--- src/rtl/timing_mon_pkg.sv ---
// Purpose: shared definitions for replica-based timing monitors.
//   - mon_state_e : measurement FSM state encoding (IDLE/SETTLE/MEASURE/REPORT)
//   - DEF_*       : default window length, alarm threshold and miss-counter width,
//                   so monitors attached to different replica chains agree
//   - cnt_width() : bit width of a down-counter that is loaded with n-1
// Ports: none (package).
package timing_mon_pkg;

    typedef enum logic [1:0] {
        ST_IDLE    = 2'd0,
        ST_SETTLE  = 2'd1,
        ST_MEASURE = 2'd2,
        ST_REPORT  = 2'd3
    } mon_state_e;

    localparam int unsigned DEF_WINDOW = 32'd256;
    localparam int unsigned DEF_THRESH = 32'd4;
    localparam int unsigned DEF_CNT_W  = 32'd16;

    // Width needed to hold n-1 in a down-counter; never narrower than one bit.
    function automatic int unsigned cnt_width(input int unsigned n);
        int unsigned w;
        if (n > 32'd1) begin
            w = $clog2(n);
        end else begin
            w = 32'd1;
        end
        return w;
    endfunction

endpackage

--- src/rtl/replica_launch_capture.sv ---
// Purpose: launch/capture pair around the delay-replica chain.
//   A toggle flop launches a fresh edge into the replica every enabled cycle;
//   at the next clock edge the replica output is compared with the value that
//   was launched, and any disagreement (a late arrival) is registered as a miss.
// Ports:
//   clk_i          core clock
//   rst_ni         asynchronous reset, active-low
//   toggle_en_i    1 = toggle the launch flop this edge
//   compare_en_i   1 = this edge's compare result is valid
//   replica_out_i  replica chain output
//   launch_o       launch flop output (drives the replica input, no logic after the flop)
//   miss_o         registered miss, one cycle after the failing edge
module replica_launch_capture #(
    parameter bit REPLICA_INVERTS = 1'b0
) (
    input  logic clk_i,
    input  logic rst_ni,
    input  logic toggle_en_i,
    input  logic compare_en_i,
    input  logic replica_out_i,
    output logic launch_o,
    output logic miss_o
);

    logic launch_r;
    logic miss_r;
    logic miss_raw_s;

    // Compare the parity-corrected replica output with the value launched last edge.
    always_comb begin
        miss_raw_s = ((replica_out_i ^ REPLICA_INVERTS) != launch_r);
    end

    // Launch toggle flop: a new edge every enabled cycle, held otherwise.
    always_ff @(posedge clk_i or negedge rst_ni) begin
        if (!rst_ni) begin
            launch_r <= 1'b0;
        end else if (toggle_en_i) begin
            launch_r <= ~launch_r;
        end else begin
            launch_r <= launch_r;
        end
    end

    // Miss register: only compares made inside a measurement window count.
    always_ff @(posedge clk_i or negedge rst_ni) begin
        if (!rst_ni) begin
            miss_r <= 1'b0;
        end else begin
            miss_r <= compare_en_i & miss_raw_s;
        end
    end

    assign launch_o = launch_r;
    assign miss_o   = miss_r;

endmodule

--- src/rtl/replica_timing_monitor.sv ---
// Purpose: replica timing monitor. Runs back-to-back measurement windows
//   (SETTLE then MEASURE then one REPORT cycle), counts late-arrival misses of
//   the delay replica per window and raises a sticky alarm when a window's
//   count reaches THRESH.
// Ports:
//   clk_i          core clock
//   rst_ni         asynchronous reset, active-low
//   enable_i       level; 1 = run measurement windows back-to-back
//   clear_i        pulse; clears alarm_o and miss_count_o
//   replica_in_o   launch flop output, drives the replica chain input
//   replica_out_i  replica chain output
//   miss_o         one-cycle pulse per detected miss
//   miss_count_o   misses counted in current or last window (saturating)
//   window_done_o  one-cycle pulse in the REPORT cycle
//   alarm_o        sticky over-threshold flag
//   busy_o         high in SETTLE or MEASURE
module replica_timing_monitor
    import timing_mon_pkg::*;
#(
    parameter bit          REPLICA_INVERTS = 1'b0,
    parameter int unsigned WINDOW          = DEF_WINDOW,
    parameter int unsigned THRESH          = DEF_THRESH,
    parameter int unsigned SETTLE          = 32'd2,
    parameter int unsigned CNT_W           = DEF_CNT_W
) (
    input  logic             clk_i,
    input  logic             rst_ni,
    input  logic             enable_i,
    input  logic             clear_i,
    output logic             replica_in_o,
    input  logic             replica_out_i,
    output logic             miss_o,
    output logic [CNT_W-1:0] miss_count_o,
    output logic             window_done_o,
    output logic             alarm_o,
    output logic             busy_o
);

    localparam int unsigned WIN_W = cnt_width(WINDOW);
    localparam int unsigned SET_W = cnt_width(SETTLE);
    localparam logic [WIN_W-1:0] WIN_LOAD = WIN_W'(WINDOW - 32'd1);
    localparam logic [SET_W-1:0] SET_LOAD = SET_W'(SETTLE - 32'd1);
    localparam logic [CNT_W-1:0] CNT_MAX  = {CNT_W{1'b1}};

    mon_state_e       state_r;
    mon_state_e       state_next_s;
    logic [SET_W-1:0] set_cnt_r;
    logic [WIN_W-1:0] win_cnt_r;
    logic [CNT_W-1:0] miss_count_r;
    logic [CNT_W-1:0] cnt_final_s;
    logic             alarm_r;
    logic             done_r;
    logic             busy_r;
    logic             miss_s;
    logic             toggle_en_s;
    logic             compare_en_s;
    logic             enter_measure_s;
    logic             load_settle_s;
    logic             alarm_hit_s;

    replica_launch_capture #(
        .REPLICA_INVERTS (REPLICA_INVERTS)
    ) u_launch_capture (
        .clk_i         (clk_i),
        .rst_ni        (rst_ni),
        .toggle_en_i   (toggle_en_s),
        .compare_en_i  (compare_en_s),
        .replica_out_i (replica_out_i),
        .launch_o      (replica_in_o),
        .miss_o        (miss_s)
    );

    // FSM state register.
    always_ff @(posedge clk_i or negedge rst_ni) begin
        if (!rst_ni) begin
            state_r <= ST_IDLE;
        end else begin
            state_r <= state_next_s;
        end
    end

    // FSM next-state logic; dropping enable abandons a window from SETTLE or MEASURE.
    always_comb begin
        state_next_s = state_r;
        case (state_r)
            ST_IDLE: begin
                if (enable_i) state_next_s = ST_SETTLE;
                else          state_next_s = ST_IDLE;
            end
            ST_SETTLE: begin
                if (!enable_i)                     state_next_s = ST_IDLE;
                else if (set_cnt_r == {SET_W{1'b0}}) state_next_s = ST_MEASURE;
                else                               state_next_s = ST_SETTLE;
            end
            ST_MEASURE: begin
                if (!enable_i)                     state_next_s = ST_IDLE;
                else if (win_cnt_r == {WIN_W{1'b0}}) state_next_s = ST_REPORT;
                else                               state_next_s = ST_MEASURE;
            end
            ST_REPORT: begin
                if (enable_i) state_next_s = ST_SETTLE;
                else          state_next_s = ST_IDLE;
            end
            default: state_next_s = ST_IDLE;
        endcase
    end

    // FSM output decode: launch, compare and counter-load controls.
    always_comb begin
        toggle_en_s     = 1'b0;
        compare_en_s    = 1'b0;
        enter_measure_s = 1'b0;
        load_settle_s   = 1'b0;
        case (state_r)
            ST_IDLE: begin
                load_settle_s = (state_next_s == ST_SETTLE);
            end
            ST_SETTLE: begin
                toggle_en_s     = 1'b1;
                enter_measure_s = (state_next_s == ST_MEASURE);
            end
            ST_MEASURE: begin
                toggle_en_s  = 1'b1;
                // An edge on which the window is being abandoned is not judged.
                compare_en_s = enable_i;
            end
            ST_REPORT: begin
                toggle_en_s   = 1'b1;
                load_settle_s = (state_next_s == ST_SETTLE);
            end
            default: begin
                toggle_en_s = 1'b0;
            end
        endcase
    end

    // Count including the miss currently visible; REPORT uses it to judge the
    // window because the last compare's miss only lands in that cycle.
    always_comb begin
        if (miss_s && (miss_count_r != CNT_MAX)) begin
            cnt_final_s = miss_count_r + {{(CNT_W-1){1'b0}}, 1'b1};
        end else begin
            cnt_final_s = miss_count_r;
        end
        alarm_hit_s = (state_r == ST_REPORT) && (32'(cnt_final_s) >= THRESH);
    end

    // Settle and window down-counters.
    always_ff @(posedge clk_i or negedge rst_ni) begin
        if (!rst_ni) begin
            set_cnt_r <= {SET_W{1'b0}};
            win_cnt_r <= {WIN_W{1'b0}};
        end else begin
            if (load_settle_s) begin
                set_cnt_r <= SET_LOAD;
            end else if ((state_r == ST_SETTLE) && (set_cnt_r != {SET_W{1'b0}})) begin
                set_cnt_r <= set_cnt_r - {{(SET_W-1){1'b0}}, 1'b1};
            end else begin
                set_cnt_r <= set_cnt_r;
            end
            if (enter_measure_s) begin
                win_cnt_r <= WIN_LOAD;
            end else if ((state_r == ST_MEASURE) && (win_cnt_r != {WIN_W{1'b0}})) begin
                win_cnt_r <= win_cnt_r - {{(WIN_W-1){1'b0}}, 1'b1};
            end else begin
                win_cnt_r <= win_cnt_r;
            end
        end
    end

    // Miss counter: clear beats a new window, which beats a saturating increment.
    always_ff @(posedge clk_i or negedge rst_ni) begin
        if (!rst_ni) begin
            miss_count_r <= {CNT_W{1'b0}};
        end else if (clear_i || enter_measure_s) begin
            miss_count_r <= {CNT_W{1'b0}};
        end else begin
            miss_count_r <= cnt_final_s;
        end
    end

    // Sticky alarm: a REPORT that crosses the threshold wins over clear.
    always_ff @(posedge clk_i or negedge rst_ni) begin
        if (!rst_ni) begin
            alarm_r <= 1'b0;
        end else if (alarm_hit_s) begin
            alarm_r <= 1'b1;
        end else if (clear_i) begin
            alarm_r <= 1'b0;
        end else begin
            alarm_r <= alarm_r;
        end
    end

    // Status flags registered from the next state so they line up with state_r.
    always_ff @(posedge clk_i or negedge rst_ni) begin
        if (!rst_ni) begin
            done_r <= 1'b0;
            busy_r <= 1'b0;
        end else begin
            done_r <= (state_next_s == ST_REPORT);
            busy_r <= (state_next_s == ST_SETTLE) || (state_next_s == ST_MEASURE);
        end
    end

    assign miss_o        = miss_s;
    assign miss_count_o  = miss_count_r;
    assign alarm_o       = alarm_r;
    assign window_done_o = done_r;
    assign busy_o        = busy_r;

endmodule
--- config.mk ---
export PLATFORM = sky130hd
export DESIGN_NAME = replica_timing_monitor
export DESIGN_NICKNAME = d
export VERILOG_FILES = /design/src/rtl/timing_mon_pkg.sv /design/src/rtl/replica_launch_capture.sv /design/src/rtl/replica_timing_monitor.sv
export SDC_FILE = /design/constraint.sdc
export NUM_CORES = 1
export LEC_CHECK = 0
export ABC_CLOCK_PERIOD_IN_PS = 5200
export BUFFER_PORTS_ARGS = -buffer_cell sky130_fd_sc_hd__buf_4
export CORE_MARGIN = 2
export CORE_UTILIZATION = 62
export DETAILED_ROUTE_END_ITERATION = 10
export PLACE_DENSITY = 0.85
export SLEW_MARGIN = 20
export SYNTH_ARGS = -nofsm -noshare
export SYNTH_HDL_FRONTEND = slang
export SYNTH_SLANG_ARGS = --single-unit
--- constraint.sdc ---
create_clock -name clk_i -period 5.2 [get_ports clk_i]
set_input_delay 0.52 -clock clk_i [delete_from_list [all_inputs] [get_ports clk_i]]
set_output_delay 0.52 -clock clk_i [all_outputs]
set_load 0.05 [all_outputs]
==> summary.txt, run 1 <==
Clock tree
  • Post-CTS Resized: 0
  • Number of buffers created by CTS: 5
  • CTS tree: yes
  • Latest clock arrival within the worst-skew pair: 330 ps
  • Clock tree buffer depth: 2
  • CTS Hold Bufs: 0
  • # clock sinks: 32
  • CTS H-tree depth: 2
  • Clk root buf: clkbuf_4
  • Worst-path clk slew: 100 ps
  • Setup Fix Bufs, Post-CTS: 0

Timing
  • Rel. slew slack: 0.563
  • Period utilisation layout: 0.530
  • Worst Skew: 9.81 ps
  • Slew @ Worst Pin: roughly 650 ps
  • Hold_ws: 106 ps
  • Max Clk Rate: 0.363 GHz
  • Setup Viol. Count Final: 0
  • Pins Over Slew Limit: 0
  • Worst Setup Slack, final: 2440 ps
  • Final Hold Fails: 0
  • Tmin final: 2760 ps
  • TNS Setup: 0 ps
  • Unrepaired setup endpoints after global routing: false

Route
  • Wire per inst: 15.4 microns
  • Via count: 1665
  • Antenna viol nets, final: 0
  • Iteration-0 DRC Markers: 89
  • DRC: 0
  • First-pass DRT Iterations: 4
  • Routed WL: 4250 microns
  • Via/cell ratio: 6.01

Run
  • Max_cap viols: 0

Setup path
  • Cell depth of the worst flop-to-flop path: 6
  • Worst path required time: 5390 ps
  • Crit-path slowest cell: o41a_1
  • CP endpoint kind: flop
  • Critical path, cell by cell: ha_1 > nand4_1 > o41a_1 > mux2i_1 > a2111oi_0 > a41oi_1
  • Worst path arrival time: 2940 ps
  • WS Path Type: reg -> reg
  • Max incr delay on CP: 600 ps
  • CP Depth: 6
  • Critical Path Source Type: flop
  • Crit path buffers/inverters: 0
  • Crit path max-delay family: compound AO/OA/AOI/OAI gates
  • Reg-to-reg slack, setup: 2440 ps
  • Critical Path Fanout Max: 11

Global route
  • Largest net degree at the start of global routing: 33
  • Vias in the first global route: between 1500 and 2000
  • GRT Total Usage: 0.260
  • Global-route wire length before repair: roughly 7100 microns
  • Initial antenna violation count: 0
  • Grt ovf: 0

Floorplanning
  • Full die area: 3700 sq um
  • Chip height: 60.8 microns
  • Die Span X: 60.8 microns
  • IO Count: 26
  • Num rows: 20
  • Core region area: 3050 sq um
  • Starting density of the core: 0.655

Place
  • Final HPWL DP: 3100 microns
  • Placer Congestion: 0.950
  • Dpl cell area: 2200 sq um
  • # port buffers: 25
  • Post-place setup slack: 2550 ps

Logic synthesis
  • Syn. warnings: 0
  • Synth Register Bits: 32
  • Sequential-to-total area share from yosys stat: 0.400
  • Yosys cell types: 47
  • Asr flop ratio synth: 1.00
  • Syn Std Cell Area: 2000 sq um
  • Post-synth EDFFs: 0
  • Syn_nets: 225
  • Avg Cell Area, Syn: 9.53 sq um
  • Gate count of the mapped netlist: 210
  • Main synth FF type: dfrtp_1

Cells and area
  • Final Cell Area: 2260 sq um
  • Final-layout fill cell count: 235
  • Nets: between 200 and 250
  • N_diodes: 0
  • Area delta synth->final: 13.2%
  • Share of cells above drive strength 1: 0.172

Pwr
  • P_leak: roughly 0.00095 uW
  • Final Power: about 700 uW
  • Pwr Density: roughly 300 nW/um^2
  • Peak VDD IR: 0.321 mV

Outcome
  • Outcome: finished, final reports clean

Worst hold path
  • Hold WC Path Type: in -> async
[state kept, by name, indices dropped and copies added (netlist names)]
| register | count |
|---|---|
| alarm_o | 1 |
| busy_o | 1 |
| miss_count_o | 16 |
| set_cnt_r | 1 |
| state_r | 2 |
| u_launch_capture.launch_o | 1 |
| u_launch_capture.miss_o | 1 |
| win_cnt_r | 8 |
| window_done_o | 1 |
[cell usage in the layout (no fill, tap or decap), drive strengths merged, types with 5 or more instances in the layout]
cell type,Yosys,final
dfrtp,32,32
buf,6,25
nor2,22,22
nand2,15,15
inv,13,13
xnor2,12,12
xor2,10,10
ha,10,10
nand4,10,10
nand3,9,9
clkbuf,3,7
nor4,6,6
o21ai,6,6
nor3,6,6
nand2b,5,5
[power breakdown]
group	switching [uW]	total, uW	internal, uW
clock	78.4	155	76.6
sequential	32.9	320	287
combinational	138	216	77.7
[stage by stage]
stage / std cells / util
6_report: 277 / 0.742
5_1_grt: 277 / 0.742
4_1_cts: 277 / 0.742
3_5_place_dp: 270 / 0.720
3_3_place_gp: 270 / 0.720
2_1_floorplan: 210 / -
[final timing paths]
path | to | start
setup / recovery | alarm_o$_DFFE_PN0P_ | miss_count_o[0]$_DFF_PN0_
hold / removal | miss_count_o[6]$_DFF_PN0_ | rst_ni
setup reg to reg | alarm_o$_DFFE_PN0P_ | miss_count_o[0]$_DFF_PN0_
hold reg to reg | u_launch_capture.launch_o$_DFFE_PN0P_ | u_launch_capture.launch_o$_DFFE_PN0P_
max in group asynchronous | win_cnt_r[0]$_DFFE_PN0P_ | rst_ni
min in group clk_i | u_launch_capture.miss_o$_DFF_PN0_ | enable_i
[kinds of logic (layout without fill, tap and decap cells)]
group,Yosys count,count (layout),synth area share
compound gates,27,27,0.114
xor+xnor,22,22,0.0963
fa+ha+maj,10,10,0.0625
buf+inv,22,45,0.0463
flops,32,32,0.400
mux,3,3,0.0156
simple gates,94,94,0.265
[synth_stat cells, types with 4 or more instances]
master	count	area, sq um
ha_1	10	125
inv_1	13	48.8
dfrtp_1	32	801
o211ai_1	4	30.0
xor2_1	10	87.6
nand2b_1	5	31.3
nand4_1	9	56.3
nor3_1	5	25.0
xnor2_1	12	105
nor2_1	22	82.6
nand3_1	8	40.0
nor4_1	6	37.5
nand2_1	15	56.3
buf_2	5	25.0
o21ai_0	5	25.0
[per-layer routing]
layer	up-vias	part of all wire	global-route usage
met5	-	0	0
met4	0	0.010	0.0994
met3	6	0.056	0.0533
met2	59	0.53	0.459
met1	802	0.40	0.312
li1	798	-	-
[layout make-up]
cell class                      count  area (sq um)  area share
Multi-Input combinational cell    156          1110       0.489
Sequential cell                    32           801       0.354
Timing Repair Buffer               25           188      0.0829
Clock buffer                        7          65.1      0.0287
Tap cell                           44          55.1      0.0243
Inverter                           13          48.8      0.0215
Power figures use the tool's default switching activity.
==> inputs of run 2 (changes only) <==
ABC_CLOCK_PERIOD_IN_PS = 2400   (was 5200)
CORE_UTILIZATION = 52   (was 62)
PLACE_DENSITY = 0.76   (was 0.85)
clock period = 2.4 ns   (was 5.2 ns; I/O delays follow)
==> summary.txt, run 2 (synthesis gave the netlist of run 1 again) <==
Global route
  • M1 GR Usage: 0.302 (-0.0101)
  • Largest net degree at the start of global routing: 33 (unchanged)
  • Grt ovf: 0 (unchanged)
  • GRT Max-Usage Layer: met2
  • M3 GR Usage: 0.0528 (-0.000494)
  • Vias in the first global route: 1663 (+2.6%)
  • Global-route wire length before repair: 7780 microns (+9.3%)
  • GRT Total Usage: 0.237 (-0.0233)
  • Met2 GRT Util: 0.393 (-0.0666)
  • Initial antenna violation count: 0 (unchanged)

Route
  • Via/cell ratio: 5.74 (-4.6%)
  • Wire per inst: 15.2 microns (-0.96%)
  • Routed WL: 4500 microns (+5.8%)
  • Via count: 1698 (+2.0%)
  • Iteration-0 DRC Markers: 191 (+110%)
  • Antenna viol nets, final: 0 (unchanged)
  • First-pass DRT Iterations: 4 (unchanged)
  • DRC: 0 (unchanged)

Clock tree
  • Clock tree buffer depth: 2 (unchanged)
  • Worst-path clk slew: 70 ps (-30 ps)
  • Latest clock arrival within the worst-skew pair: 290 ps (-40 ps)
  • # clock sinks: 32 (unchanged)
  • Clk root buf: clkbuf_8
  • Setup Fix Bufs, Post-CTS: 0 (unchanged)
  • CTS H-tree depth: 2 (unchanged)
  • Number of buffers created by CTS: 5 (unchanged)
  • CTS tree: yes

Pwr
  • Net Sw Frac: 0.329 (-0.0317)
  • P_leak: 0.00105 uW (+11%)
  • Clk pwr share: 0.325 (+0.101)
  • Psw: 575 uW (+130%)
  • Peak VDD IR: 0.761 mV (+140%)
  • Sequential Power Share: 0.396 (-0.067)
  • Pwr Density: 709 nW/um^2 (+130%)
  • Combinational power share: 0.278 (-0.035)
  • P_int: 1170 uW (+170%)

Cells and area
  • Fin util: 0.667 (-0.0749)
  • Area delta synth->final: 23.0%
  • Multi-input gate area: 1130 sq um (+1.7%)
  • Commonest non-fill, non-tap cell in the layout: buf_4
  • Max FFs per register: 16 (unchanged)
  • Final-layout fill cell count: 309 (+31%)
  • Most frequent cells in the layout: 38 x buf_4, 30 x dfrtp_1, 22 x nor2_1
  • Nets: 262 (+5.6%)
  • FF+latch area: 803 sq um (+0.31%)
  • Fin cells: 296 (+6.9%)
  • N_diodes: 0 (unchanged)
  • Share of cells above drive strength 1: 0.238 (+0.0662)

Timing
  • Pins Over Slew Limit: 0 (unchanged)
  • Slew @ Worst Pin: 557 ps (-92.9 ps)
  • Max Clk Rate: 0.450 GHz (+24%)
  • Setup Viol. Count Final: 0 (unchanged)
  • Worst Setup Slack, final: 180 ps (-2260 ps)
  • Unrepaired setup endpoints after global routing: false
  • Period utilisation layout: 0.925 (+0.395)
  • Final Hold Fails: 0 (unchanged)
  • Tmin final: 2220 ps (-537 ps)
  • Rel. slew slack: 0.625 (+0.0625)
  • Worst Skew: 5.74 ps (-4.08 ps)
  • Hold_ws: 231 ps (+125 ps)
  • TNS Setup: 0 ps (unchanged)

Setup path
  • WS Path Type: reg -> reg
  • Worst R2R Start: win_cnt_r[0]$_DFFE_PN0P_
  • Critical Path Fanout Max: 16 (+5)
  • CP startpoint: win_cnt_r[0]$_DFFE_PN0P_
  • R2R Path End: miss_count_o[3]$_DFF_PN0_
  • CP endpoint kind: flop
  • Reg-to-reg slack, setup: 180 ps (-2260 ps)
  • Critical Path Source Type: flop
  • Cell depth of the worst flop-to-flop path: 9 (+3)
  • Worst path arrival time: 2430 ps (-510 ps)
  • Worst path required time: 2610 ps (-2780 ps)

Worst hold path
  • Hold endpoint: u_launch_capture.miss_o$_DFF_PN0_
  • HP Start: enable_i
  • Hold path cells: 2
  • Hold WC Path Type: in -> reg

Place
  • Final HPWL DP: 3210 microns (+3.6%)
  • Post-place setup slack: -68.7 ps (-2620 ps)
  • DP Cell Count: 287 (+6.3%)
  • # port buffers: 25 (unchanged)
  • Placer Congestion: 0.923 (-2.8%)

Floorplanning
  • Core region area: 3690 sq um (+21%)
  • Die Span X: 66.0 microns (+8.6%)
  • Starting density of the core: 0.542 (-0.113)
  • Num rows: 22 (+10%)
  • IO Count: 26 (unchanged)
  • Chip height: 66.0 microns (+8.6%)
  • Full die area: 4360 sq um (+18%)

Outcome
  • Outcome: finished, final reports clean

Run
  • Max_cap viols: 0 (unchanged)
## run 2: changes by cell type in the layout (fill, tap and decap cells not counted), sizes merged
cell         delta
buf            +13
dlygate4sd3     +1
bufinv          +1
## run 2: worst max path at each step
stage                                 endpoint  cells past startpoint
finish               miss_count_o[3]$_DFF_PN0_                      9
global route               alarm_o$_DFFE_PN0P_                      6
CTS                  miss_count_o[3]$_DFF_PN0_                      9
detailed placement  miss_count_o[11]$_DFF_PN0_                      9
global placement    miss_count_o[11]$_DFF_PN0_                      9
floorplan                  alarm_o$_DFFE_PN0P_                      7
## run 2: worst max-delay path: stages, from the launching register on
cell      delay, ps
dfrtp_1         370
inv_1           120
ha_1            150
or3b_2          500
o31ai_2         210
o211ai_1        140
ha_1            210
nand2_1         120
nand2b_4        150
nor2_1          180
## run 2: per-layer routing
layer	routed length, microns	part of all wire
met1	1980	0.44
met2	2170	0.48
met3	254	0.056
met4	95	0.021
met5	0	0
## run 2: layout make-up
type	instances	share of cell area
flip-flops and latches	32	0.327
inverters	13	0.0198
multi-input cells	156	0.458
clock buffers	7	0.0392
repair buffers	39	0.120
clock inverters	1	0.0122
well taps	48	0.0244
## run 2: per-stage QoR
| step | cell area, sq um | total power (uW) |
|---|---|---|
| after floorplan | 2000 | 1030 |
| after global placement | 2300 | 1160 |
| after detailed placement | 2300 | 1180 |
| after CTS | 2440 | 1750 |
| after global routing | 2460 | 1860 |
| final | 2460 | 1740 |
## run 2: power groups by stage
stage                     Clock, uW  Combinational (uW)  Sequential, uW
after floorplan                   0                 261             772
after global placement            0                 466             696
after detailed placement          0                 476             700
after CTS                       578                 481             691
after global routing            598                 556             702
final                           568                 486             691
## run 2: timing repair
item                                   in CTS  in global routing
endpoints found under the hold margin      32                  0
resized for setup                           1                  3
hold buffers                                1                  0
setup endpoints to repair                  16                 18
pin swaps                                   0                  1
